===== src/rtl/spm_seq_mult.sv =====
// spm_seq_mult: serial-parallel multiplier with start/done handshake.
//
// A WIDTH-bit multiplicand x is captured in parallel when start is accepted.
// The multiplier y then arrives serially, LSB first. The 2*WIDTH-bit product
// leaves serially, also LSB first. SIGNED selects unsigned or two's-complement
// operands.
//
// Ports:
//   clk      in   rising-edge clock
//   rst      in   synchronous active-low reset
//   start    in   multiply request, accepted only while idle
//   x        in   [WIDTH-1:0] parallel multiplicand, sampled on the accept edge
//   y        in   serial multiplier bit, sampled on edges where y_ready==1
//   y_ready  out  y is sampled at the end of this cycle
//   busy     out  operation in progress
//   p        out  serial product bit
//   p_valid  out  p holds a valid product bit
//   done     out  one-cycle pulse that accompanies the last product bit
//   p_par    out  [2*WIDTH-1:0] complete parallel product
//                 (present only when SPM_PAR_OUT_EN is defined)
//
// Optional feature macro: SPM_PAR_OUT_EN. It adds p_par, which holds the
// product from the done cycle until the next multiply shifts in new bits.

module spm_seq_mult #(
    parameter int WIDTH  = 8,
    parameter int SIGNED = 0
) (
    input  logic             clk,
    input  logic             rst,
    input  logic             start,
    input  logic [WIDTH-1:0] x,
    input  logic             y,
    output logic             y_ready,
    output logic             busy,
    output logic             p,
    output logic             p_valid,
    output logic             done
`ifdef SPM_PAR_OUT_EN
    ,
    output logic [2*WIDTH-1:0] p_par
`endif
);

    localparam int CNT_W = $clog2(2*WIDTH+2);
    localparam logic [CNT_W-1:0] WIDTH_C    = CNT_W'(WIDTH);
    localparam logic [CNT_W-1:0] LAST_RUN_C = CNT_W'(2*WIDTH-1);

    typedef enum logic [1:0] {S_IDLE, S_RUN, S_DRAIN} state_t;

    state_t             state_q, state_d;
    logic [CNT_W-1:0]   cnt_q, cnt_d;
    logic [WIDTH-1:0]   x_q;
    logic [WIDTH-1:0]   sum_q, sum_d;
    logic [WIDTH-1:0]   carry_q, carry_d;
    logic               ylast_q;
    logic               p_q;
    logic               pvld_q;
    logic               ybit;
    logic [WIDTH-1:0]   sum_shift;

    // Control FSM: next state and handshake outputs.
    always_comb begin
        state_d = state_q;
        cnt_d   = cnt_q;
        y_ready = 1'b0;
        busy    = 1'b0;
        done    = 1'b0;
        unique case (state_q)
            S_IDLE: begin
                cnt_d = '0;
                if (start) begin
                    state_d = S_RUN;
                end
            end
            S_RUN: begin
                busy    = 1'b1;
                y_ready = (cnt_q < WIDTH_C);
                cnt_d   = cnt_q + 1'b1;
                if (cnt_q == LAST_RUN_C) begin
                    state_d = S_DRAIN;
                end
            end
            S_DRAIN: begin
                busy    = 1'b1;
                done    = 1'b1;
                state_d = S_IDLE;
            end
            default: begin
                state_d = S_IDLE;
            end
        endcase
    end

    // Carry-save cell array. Once y is exhausted the array is fed the
    // extension bit: zero for unsigned, the y sign bit for signed. In signed
    // mode the MSB cell re-reads its own sum, giving arithmetic sign extension
    // of the partial sum. Any carry that leaves the top cell only affects bits
    // above 2*WIDTH, so the emitted low product bits are exact.
    always_comb begin
        logic [1:0] tot;
        tot       = '0;
        sum_d     = '0;
        carry_d   = '0;
        ybit      = y_ready ? y : ((SIGNED != 0) ? ylast_q : 1'b0);
        sum_shift = {((SIGNED != 0) ? sum_q[WIDTH-1] : 1'b0), sum_q[WIDTH-1:1]};
        for (int i = 0; i < WIDTH; i++) begin
            tot        = {1'b0, x_q[i] & ybit} + {1'b0, sum_shift[i]} + {1'b0, carry_q[i]};
            sum_d[i]   = tot[0];
            carry_d[i] = tot[1];
        end
    end

    always_ff @(posedge clk) begin
        if (!rst) begin
            state_q <= S_IDLE;
            cnt_q   <= '0;
            x_q     <= '0;
            sum_q   <= '0;
            carry_q <= '0;
            ylast_q <= 1'b0;
            p_q     <= 1'b0;
            pvld_q  <= 1'b0;
        end else begin
            state_q <= state_d;
            cnt_q   <= cnt_d;
            if (state_q == S_IDLE && start) begin
                x_q     <= x;
                sum_q   <= '0;
                carry_q <= '0;
                ylast_q <= 1'b0;
            end else if (state_q == S_RUN) begin
                sum_q   <= sum_d;
                carry_q <= carry_d;
                if (y_ready) begin
                    ylast_q <= y;
                end
            end
            // Cell-0 sum becomes the product bit one cycle later.
            p_q    <= (state_q == S_RUN) ? sum_d[0] : 1'b0;
            pvld_q <= (state_q == S_RUN);
        end
    end

    assign p       = p_q;
    assign p_valid = pvld_q;

`ifdef SPM_PAR_OUT_EN
    logic [2*WIDTH-1:0] ppar_q;

    // Bits enter at the top, so after 2*WIDTH shifts bit 0 sits at index 0.
    always_ff @(posedge clk) begin
        if (!rst) begin
            ppar_q <= '0;
        end else if (state_q == S_RUN) begin
            ppar_q <= {sum_d[0], ppar_q[2*WIDTH-1:1]};
        end
    end

    assign p_par = ppar_q;
`endif

endmodule


===== config.mk =====
export PLATFORM = sky130hd
export DESIGN_NAME = spm_seq_mult
export DESIGN_NICKNAME = d
export VERILOG_FILES = /design/src/rtl/spm_seq_mult.sv
export SDC_FILE = /design/constraint.sdc
export NUM_CORES = 1
export LEC_CHECK = 0
export CAP_MARGIN = 20
export CORE_ASPECT_RATIO = 2
export CORE_UTILIZATION = 55
export DETAILED_ROUTE_END_ITERATION = 8
export PLACE_DENSITY = 0.74
export SLEW_MARGIN = 30
export SYNTH_ARGS = -nofsm -noshare
export SYNTH_HDL_FRONTEND = slang
export SYNTH_SLANG_ARGS = --single-unit

===== constraint.sdc =====
create_clock -name clk -period 4.55 [get_ports clk]
set_clock_uncertainty 0.1 [all_clocks]
set_input_delay 0.455 -clock clk [delete_from_list [all_inputs] [get_ports clk]]
set_output_delay 0.455 -clock clk [all_outputs]
set_load 0.02 [all_outputs]

# Word-level counts from Yosys, hierarchy flattened

Index checks and enable logic that the tools add are counted.

$add $sub $neg: 16
Multipliers: 0
Divide/modulo/power cells: 0
Order comparisons: 1
Equality and inequality tests: 5
Shift operators: 0
Muxes and demuxes: 8
Bitwise logic cells: 9
Reductions and logical operators: 7

Operators by type and width:

| kind                                                                  | number |
|---|---|
| 1-bit by 1-bit adder with 2-bit output                                | 8 |
| 2-bit by 1-bit adder with 2-bit output                                | 7 |
| 5-bit one-hot mux with 2 select lines                                 | 1 |
| 1-bit AND                                                             | 8 |
| 5-bit by 1-bit adder with 5-bit output (second input constant)        | 1 |
| 5-bit by 4-bit == test with 1-bit output (second input constant)      | 1 |
| 5-bit by 4-bit < comparator with 1-bit output (second input constant) | 1 |
| 1-bit two-way mux                                                     | 4 |
| 2-bit two-way mux                                                     | 2 |
| 2-bit inequality test (second input constant)                         | 2 |
| 2-bit one-hot mux with 2 select lines                                 | 1 |
| 2-bit AND reduction                                                   | 2 |
| 2-bit OR reduction                                                    | 2 |
| 2-bit by 1-bit == test with 1-bit output (second input constant)      | 1 |
| 2-bit == test (second input constant)                                 | 1 |
| 2-bit logical NOT                                                     | 1 |
| 2-bit nonzero test                                                    | 1 |
| 1-bit logical AND                                                     | 1 |
| 1-bit inverter                                                        | 1 |

Bits in registers: 33
Latch bits: 0
Memory bits (writable): 0
ROM bits: 0
Word-level logic and storage cells: 53
Memories: 0

# Longest topological paths before layout

Gate-level depths: netlist of the first run.

Depth after elaboration: 6
Depth in mapped cells: 7

# Worst setup path before layout of the first run

Ideal clock, no wire load.

Kind: reg-to-reg
Start: register state_q[1]
End: register sum_q[3]
Data arrival time: 1.790 ns
Slack: 2.574 ns
Cell stages (with the launch flop): 8
Path buffers: 0
Clock period less this slack: 1.976 ns
Cell sequence: dfxtp_1 -> inv_1 -> ha_1 -> nor3b_4 -> and2_1 -> nand2_1 -> fa_1 -> a211oi_1

Word-level cells in the longest chain between the ends: 6
Elaborated cells on any way between the ends: 9

Ends and longest elaborated chain:

| item                                     | line | RTL |
|---|---|---|
| start, declared                          | 51   | `state_t state_q, state_d;` |
| start signal, assigned                   | 125  | `state_q <= state_d;` |
| 2-bit by 1-bit == test with 1-bit output | 69   | `unique case (state_q)` |
| 1-bit two-way mux                        | 69   |  |
| via y_ready                              | 34   | `output logic y_ready,` |
| 1-bit two-way mux                        | 105  | `ybit = y_ready ? y : ((SIGNED != 0) ? ylast_q : 1'b0);` |
| 1-bit AND                                | 108  | `tot = {1'b0, x_q[i] & ybit} + {1'b0, sum_shift[i]} + {1'b0, carry_q[i]};` |
| 1-bit by 1-bit adder with 2-bit output   | 108  |  |
| 2-bit by 1-bit adder with 2-bit output   | 108  |  |
| end signal, assigned                     | 133  | `sum_q <= sum_d;` |
| end, declared                            | 54   | `logic [WIDTH-1:0] sum_q, sum_d;` |

The timed path passes the listed nets, and every way through them passes these cells.
A chain may end at the register's enable or synchronous reset.

# Worst setup path in the final report of the first run

Start: register state_q[1]
End: output port y_ready

Word-level cells in the longest chain between the ends: 2

Ends and longest elaborated chain:

| item                                     | line |
|---|---|
| 2-bit by 1-bit == test with 1-bit output | 69 |
| 1-bit two-way mux                        | 69 |
| end, declared                            | 34 |

No other way between the ends.

==> results of run 1 <==
==> synth_stat cells, types with 4 or more instances <==
cell type and number:
a211oi_1 4, a21oi_1 14, and3_1 7, buf_6 4
dfxtp_1 32, fa_1 7, ha_1 7, inv_1 9
mux2i_1 12, nand2_1 11, nand3_1 12, nor2_1 18
==> power by group through the flow <==
| stage | Combinational (mW) | Sequential (mW) | Clock, mW |
|---|---|---|---|
| floorplan | 0.0917 | 0.307 | 0 |
| global placement | 0.111 | 0.307 | 0 |
| detailed placement | 0.114 | 0.308 | 0 |
| CTS | 0.115 | 0.302 | 0.303 |
| global route | 0.124 | 0.303 | 0.314 |
| finish | 0.114 | 0.302 | 0.296 |
==> sequential cells by signal, indices dropped and copies added, names as in the netlist <==
| name | flops |
|---|---|
| cnt_q | 5 |
| state_q | 2 |
| sum_q | 7 |
| p | 1 |
| p_valid | 1 |
| carry_q | 8 |
| x_q | 8 |
==> layout make-up <==
cell class                      count  area (µm²)  share of cell area [%]
Inverter                           10        37.5                    2.07
Sequential cell                    32         641                    35.3
Timing Repair Buffer               17         168                    9.24
Multi-Input combinational cell    108         806                    44.4
Clock buffer                        7        96.3                    5.31
Tap cell                           29        36.3                    2.00
Clock inverter                      1        30.0                    1.66
==> kinds of logic (layout without fill, tap and decap cells) <==
family / after synthesis / after routing
adders and majority gates: 14 / 14
buffers and inverters: 17 / 35
AOI/OAI and AO/OA: 22 / 22
xor gates and xnor gates: 1 / 1
muxes: 12 / 12
and+or+nand+nor: 59 / 59
DFF: 32 / 32
==> worst paths after layout <==
check / start / to / slack [ps] / depth (start not counted)
max: state_q[1] / y_ready / 1740 / 5
min reg2reg: x_q[5] / x_q[5] / 360 / 2
min: x_q[5] / x_q[5] / 360 / 2
max reg2reg: state_q[1] / sum_q[1] / 2140 / 8
==> cells in the final DEF, fill, tap and decap left out, types with 2 or more instances in the layout <==
cell type         n
a211oi_1          4
inv_1             9
nand2_1          11
nand2_4           2
fa_1              7
clkbuf_8          7
dfxtp_1          32
nor3b_1           2
and3_1            7
nand2b_1          3
nand3_1          12
ha_1              7
nor2_1           18
a21oi_1          14
mux2i_1          12
clkdlybuf4s50_1  16
==> worst max-delay path, stage by stage, from the launching register on <==
cell,delay [ps]
dfxtp_1,320
inv_1,110
ha_1,170
buf_4,350
nor3b_4,360
clkdlybuf4s50_1,670
==> routing by layer <==
metal | vias to the layer above | global-route usage, % | part of all wire [%]
met5 | - | 0 | 0
met4 | 0 | 10.0 | 2.5
met3 | 8 | 6.36 | 2.8
met2 | 16 | 39.5 | 58
met1 | 538 | 23.4 | 37
li1 | 554 | - | -
==> run summary, run 1 <==
Peak Freq - 356 MHz
NetSw - 0.178 mW
CTS tree - yes
Routed len/inst - 14.5 µm
DR iter-0 viols - 19
Final hold vios - 0
WS Path Type - register to output port
Fin util - 67.1%
Setup_tns - 0 ps
Top cells by area, synth - dfxtp_1 (41%), fa_1 (9.0%), mux2i_1 (7.7%)
Final WL - 2950 µm
Run status - finished clean
Compound-Gate Fraction of Synth Area - 8.76%
Bufs on Longest Clock Path - 2
Share of flip-flops with an asynchronous set or reset - 0%
Filler cells - 227
Vias - 1116
Placed insts - 196
Clock transition at the registers of the reported paths - 70 ps
CTS H-tree depth - 2
Final Power - 0.712 mW
HP Class - register to register
Synth-to-Final Area Change - 16.6%
Clock Latency Late Sink - 280 ps
Clk root buf - clkbuf_8
Core ar. - 0.00270 mm²
Post-CTS setup repair buffer count - 0
Post-CTS resize count - 0
CP Launch Type - register
Yosys warns - 0
PnR worst setup slack - 1740 ps
Via density - 5.47
1st-pass router iterations - 4
Power per cell area - 392 mW/mm²
Slew margin rel. - 64.2%
GPL Wtd Cong - 0.679
DRC Markers - 0
Gate power share - 16.0%
Switch share - 25.0%
Xor and xnor area share after synthesis - 0.563%
Synth Area in Adders - 14.6%
CP arrival - 2260 ps
Largest net degree at the start of global routing - 30
Max FO, Critical Path - 29
Post-synth EDFFs - 0
Initial Utilization - 57.6%
Mux cell area share after synthesis - 7.72%
Period utilization - 61.8%
Most used flip-flop cell after synthesis - dfxtp_1
Design internal power - 0.534 mW
Overall routing resource usage - 22.9%
Largest family of logic cells by synthesized area - simple AND/OR/NAND/NOR gates
Unrepaired setup endpoints after global routing - no
Share of layout cells above drive strength 1 - 9.14%
Critical Path RT - 3990 ps
Clock Sinks - 32
I/O pin count - 17
ANT nets after route - 0
Sequential share of power - 42.4%
Dpl ws - 2050 ps
Final slew viol count - 0
Global-route wire length before repair - 4860 µm
Die X - 39.6 µm
# Max-Cap Violations - 0
Vias in the first global route - 1100
Mapped cell area - 0.00156 mm²
Mapped Cells - 157
Peak supply drop - 0.307 mV
Synth Area in Simple Gates - 20.1%
Yosys cell types - 28
Grt ovf - 0
CTS buffer count - 5
Port buffer count - 16
Hold buffers post-CTS - 0
Diode count - 0
Power share of the clock group - 41.6%
Initial antenna violation count - 0
DP Area - 0.00169 mm²
# rows - 27
CP endpoint kind - output port
Syn_nets - 183
Post-synthesis sequential area ratio - 41.2%
Cell area after layout - 0.00181 mm²
Slew @ Worst Pin - 537 ps
Worst hold slack - 362 ps
Final count of negative-setup-slack endpoints - 0
Final worst path period need - 2810 ps
Layout Nets - 200
Yosys reg bits - 32
Final instance count without filler cells - 204
Leakage power - 0.729 nW
DP HPWL - 2190 µm
Yosys top cell area share - 41.2%
Area leader, netlist - dfxtp_1
Die area - 0.00306 mm²
Synth Area per Inst - 9.91 µm²
Chip Height - 77.2 µm
No activity file was read; power rests on OpenSTA's default activity.
==> run 2: changes to the inputs <==
- clock period: 4.55 -> 2.7 ns (I/O delays scaled with it)
==> run 2 against run 1 <==
Total power is 61% higher. Largest cell class unchanged. Utilization is 0.69 points lower. Routed wire length fell by 6.2%. Cell count unchanged. Largest power group unchanged. Global-route usage decreased by 0.19 points.
==> run summary, run 2 (synthesized netlist as in run 1, its figures left out) <==
Post-CTS resize count - 0
Run status - finished clean
Largest registers - carry_q: 8 flops, x_q: 8 flops, sum_q: 7 flops
# rows - 27
Setup_tns - 0 ps
Via density - 5.45
I/O pin count - 17
CTS buffer count - 5
Hold buffers post-CTS - 0
Final WL - 2770 µm
Bufs on Longest Clock Path - 2
Unrepaired setup endpoints after global routing - no
Die area - 0.00306 mm²
Post-CTS setup repair buffer count - 0
Vias in the first global route - 1175
Chip Height - 77.2 µm
Share of layout cells above drive strength 1 - 8.57%
Initial antenna violation count - 0
Final slew viol count - 0
WS Path Type - register to output port
Clk root buf - clkbuf_8
Final hold vios - 0
Final worst path period need - 2240 ps
Die X - 39.6 µm
ANT nets after route - 0
Final count of negative-setup-slack endpoints - 0
Clock transition at the registers of the reported paths - 60 ps
Critical Path RT - 2330 ps
CTS H-tree depth - 2
Leading cell type in the layout, fill and taps excluded - dfxtp_1
Clock Sinks - 32
Diode count - 0
Core ar. - 0.00270 mm²
Slew @ Worst Pin - 578 ps
Power per cell area - 638 mW/mm²
Max FO, Critical Path - 8
Grt ovf - 0
Placed insts - 196
Peak supply drop - 0.464 mV
DRC Markers - 0
1st-pass router iterations - 4
DR iter-0 viols - 16
Overall routing resource usage - 22.7%
Filler cells - 238
# Max-Cap Violations - 0
Leakage power - 0.720 nW
Global-route wire length before repair - 4800 µm
Synth-to-Final Area Change - 15.4%
HP Class - register to register
Initial Utilization - 57.6%
CP Launch Type - register
CTS tree - yes
Layout Nets - 200
CP endpoint kind - output port
Port buffer count - 16
Period utilization - 83.1%
Slew margin rel. - 61.5%
Most frequent cells in the layout - dfxtp_1 (32), nor2_1 (18), clkdlybuf4s50_1 (16)
Final instance count without filler cells - 204
Routed len/inst - 13.6 µm
CP arrival - 1870 ps
GPL Wtd Cong - 0.713
Clock Latency Late Sink - 280 ps
DP HPWL - 2050 µm
Vias - 1112
Peak Freq - 446 MHz
Largest net degree at the start of global routing - 29
run 2: changes by cell type in the layout (fill, tap and decap cells not counted), sizes merged:
cell,change
clkinv,+1
clkbuf,-1
run 2: report_power, final:
part | switching, mW | internal (mW)
logic | 0.112 | 0.0801
clock network | 0.170 | 0.273
registers | 0.0146 | 0.494
run 2: layer usage:
layer / wire length, µm / global-route usage [%]
met3: 87 / 6.65
met1: 1010 / 20.9
met2: 1570 / 38.9
met4: 103 / 14.5
met5: 0 / 0
run 2: critical path: stages (launching register included):
cell,delay (ps)
dfxtp_1,330
inv_1,90
ha_1,180
nor3b_4,310
clkdlybuf4s50_1,680
run 2: path summary, 6_finish.rpt:
kind / startpoint / to / slack (ps) / cells after the start
worst max register to register: state_q[1] / sum_q[3] / 700 / 7
worst min register to register: x_q[1] / x_q[1] / 360 / 2
worst max-delay path: state_q[1] / y_ready / 460 / 4
worst min-delay path: x_q[1] / x_q[1] / 360 / 2
run 2: final cells by class:
cell class	instances	area, µm²	area share (%)
clock buffer	6	72.6	4.04
clock inverter	2	35.0	1.95
inverter	10	37.5	2.09
multi-input combinational	108	806	44.9
sequential	32	641	35.7
tap	29	36.3	2.02
timing repair buffer	17	168	9.34
run 2: metrics by stage:
stage	util (%)	hold WS, ps	total power, mW	instance area, µm²	setup WS [ps]
after global placement	62.5	342	0.706	1690	796
after global routing	66.4	397	1.20	1800	331
after CTS	66.4	359	1.16	1800	454
after floorplan	-	317	0.671	1560	724
after detailed placement	62.5	349	0.712	1690	711
final	66.4	359	1.14	1800	458
==> run 3: changes to the inputs <==
- clock period: 2.7 -> 2.3 ns (I/O delays scaled with it)
==> run 3 against run 2 <==
Die area unchanged. Combinational power up 18%. Critical path depth up 3. Clock power up 30%. Clock-buffer cell count up 1. Via count down 0.36%. Sequential share of layout area down 0.42 points. Non-clock buffer count unchanged. Flip-flop and latch count unchanged. Design area up 1.2%. First-iteration DRC count up 63%. Sequential power up 17%. Critical path type is now register to register.
==> run summary, run 3 (synthesized netlist as in run 1, its figures left out) <==
Max incr delay on CP - 430 ps
DP Area - 0.00169 mm²
Overall routing resource usage - 22.1%
Final count of negative-setup-slack endpoints - 0
Via density - 5.43
Vias in the first global route - 1147
R2r startpoint - state_q[1]
Slew margin rel. - 63.0%
Clock transition at the registers of the reported paths - 70 ps
Chip Height - 77.2 µm
Port buffer count - 16
Setup_tns - 0 ps
Grt ovf - 0
Diode count - 0
Slew @ Worst Pin - 555 ps
# rows - 27
Cell area after layout - 0.00182 mm²
Core ar. - 0.00270 mm²
Max FO, Critical Path - 8
CP Launch Type - register
WS Path Type - register to register
Met3 usage - 6.36%
Global-route wire length before repair - 4820 µm
Clock Latency Late Sink - 270 ps
HP Class - register to register
Final WL - 2890 µm
CP endpoint kind - register
Clock Sinks - 32
CTS H-tree depth - 2
DRC Markers - 0
Bufs on Longest Clock Path - 2
Period utilization - 86.0%
Final slew viol count - 0
Run status - finished clean
Most frequent cells in the layout - dfxtp_1 (32), nor2_1 (18), clkdlybuf4s50_1 (15)
Leading cell type in the layout, fill and taps excluded - dfxtp_1
Critical-path cell list - inv_1 > ha_1 > nor3b_4 > and2_1 > nand2_1 > fa_1 > a211oi_1
Unrepaired setup endpoints after global routing - no
Routed len/inst - 14.2 µm
Vias - 1108
CP arrival - 2070 ps
ANT nets after route - 0
Final worst path period need - 1980 ps
Reg2Reg Setup Slack - 320 ps
DP HPWL - 2160 µm
Busiest layer in global routing - met2
Clk root buf - clkbuf_8
# Max-Cap Violations - 0
Dpl ws - 320 ps
Largest net degree at the start of global routing - 29
Final instance count without filler cells - 204
GPL Wtd Cong - 0.721
Initial Utilization - 57.6%
Initial antenna violation count - 0
Final hold vios - 0
Layout Nets - 200
I/O pin count - 17
Die area - 0.00306 mm²
Peak Freq - 506 MHz
Power per cell area - 770 mW/mm²
Hold path startpoint - x_q[5]
CTS buffer count - 5
Largest registers - carry_q: 8 flops, x_q: 8 flops, sum_q: 7 flops
Die X - 39.6 µm
Peak supply drop - 0.570 mV
Leakage power - 0.744 nW
Share of layout cells above drive strength 1 - 9.14%
Synth-to-Final Area Change - 16.7%
PnR worst setup slack - 323 ps
DR iter-0 viols - 26
Slowest stage cell on the critical path - fa_1
CP Launch Point - state_q[1]
Placed insts - 196
Met1 Use GR - 21.0%
CTS tree - yes
Met2 usage - 40.7%
Critical Path RT - 2390 ps
1st-pass router iterations - 4
## run 3: routing by layer
| metal | share of wire [%] | vias up |
|---|---|---|
| met5 | 0 | - |
| met4 | 0.83 | 0 |
| met3 | 2.4 | 2 |
| met2 | 58 | 16 |
| met1 | 39 | 527 |
| li1 | - | 563 |
## run 3: power by group
part,switching [mW],total [mW],internal [mW]
Combinational,0.133,0.227,0.0940
Clock,0.193,0.575,0.382
Sequential,0.0171,0.597,0.580
## run 3: cell type report
type / count / area (µm²)
flip-flops and latches: 32 / 641
inverters: 10 / 37.5
fillers: 233 / 886
clock buffers: 7 / 96.3
multi-input cells: 108 / 806
well taps: 29 / 36.3
clock inverters: 1 / 30.0
repair buffers: 17 / 170
## run 3: final timing paths
kind / to / cells past startpoint
setup reg to reg: sum_q[3] / 7
setup / recovery: sum_q[3] / 7
hold reg to reg: x_q[5] / 2
hold / removal: x_q[5] / 2
## run 3: what timing repair did
action                                  4_1_cts  5_1_grt
hold buffers                                  0        0
endpoints found under the setup margin        0        1
setup buffers                                 0        0
resized for setup                             0        1
## run 3: worst max-delay path, delay by kind of cell (launching register included)
| family | cells | cell delay, ps |
|---|---|---|
| AO/OA/AOI/OAI | 1 | 220 |
| flip-flops | 1 | 340 |
| buffers and inverters | 1 | 100 |
| adder cells (fa/ha/maj) | 2 | 600 |
| AND/OR/NAND/NOR | 3 | 540 |
## run 3: through the flow
stage / hold WS [ps] / utilization [%] / power (mW)
floorplan: 277 / - / 0.788
global placement: 342 / 62.5 / 0.828
detailed placement: 345 / 62.5 / 0.837
CTS: 354 / 67.1 / 1.41
global route: 379 / 67.2 / 1.46
finish: 351 / 67.2 / 1.40
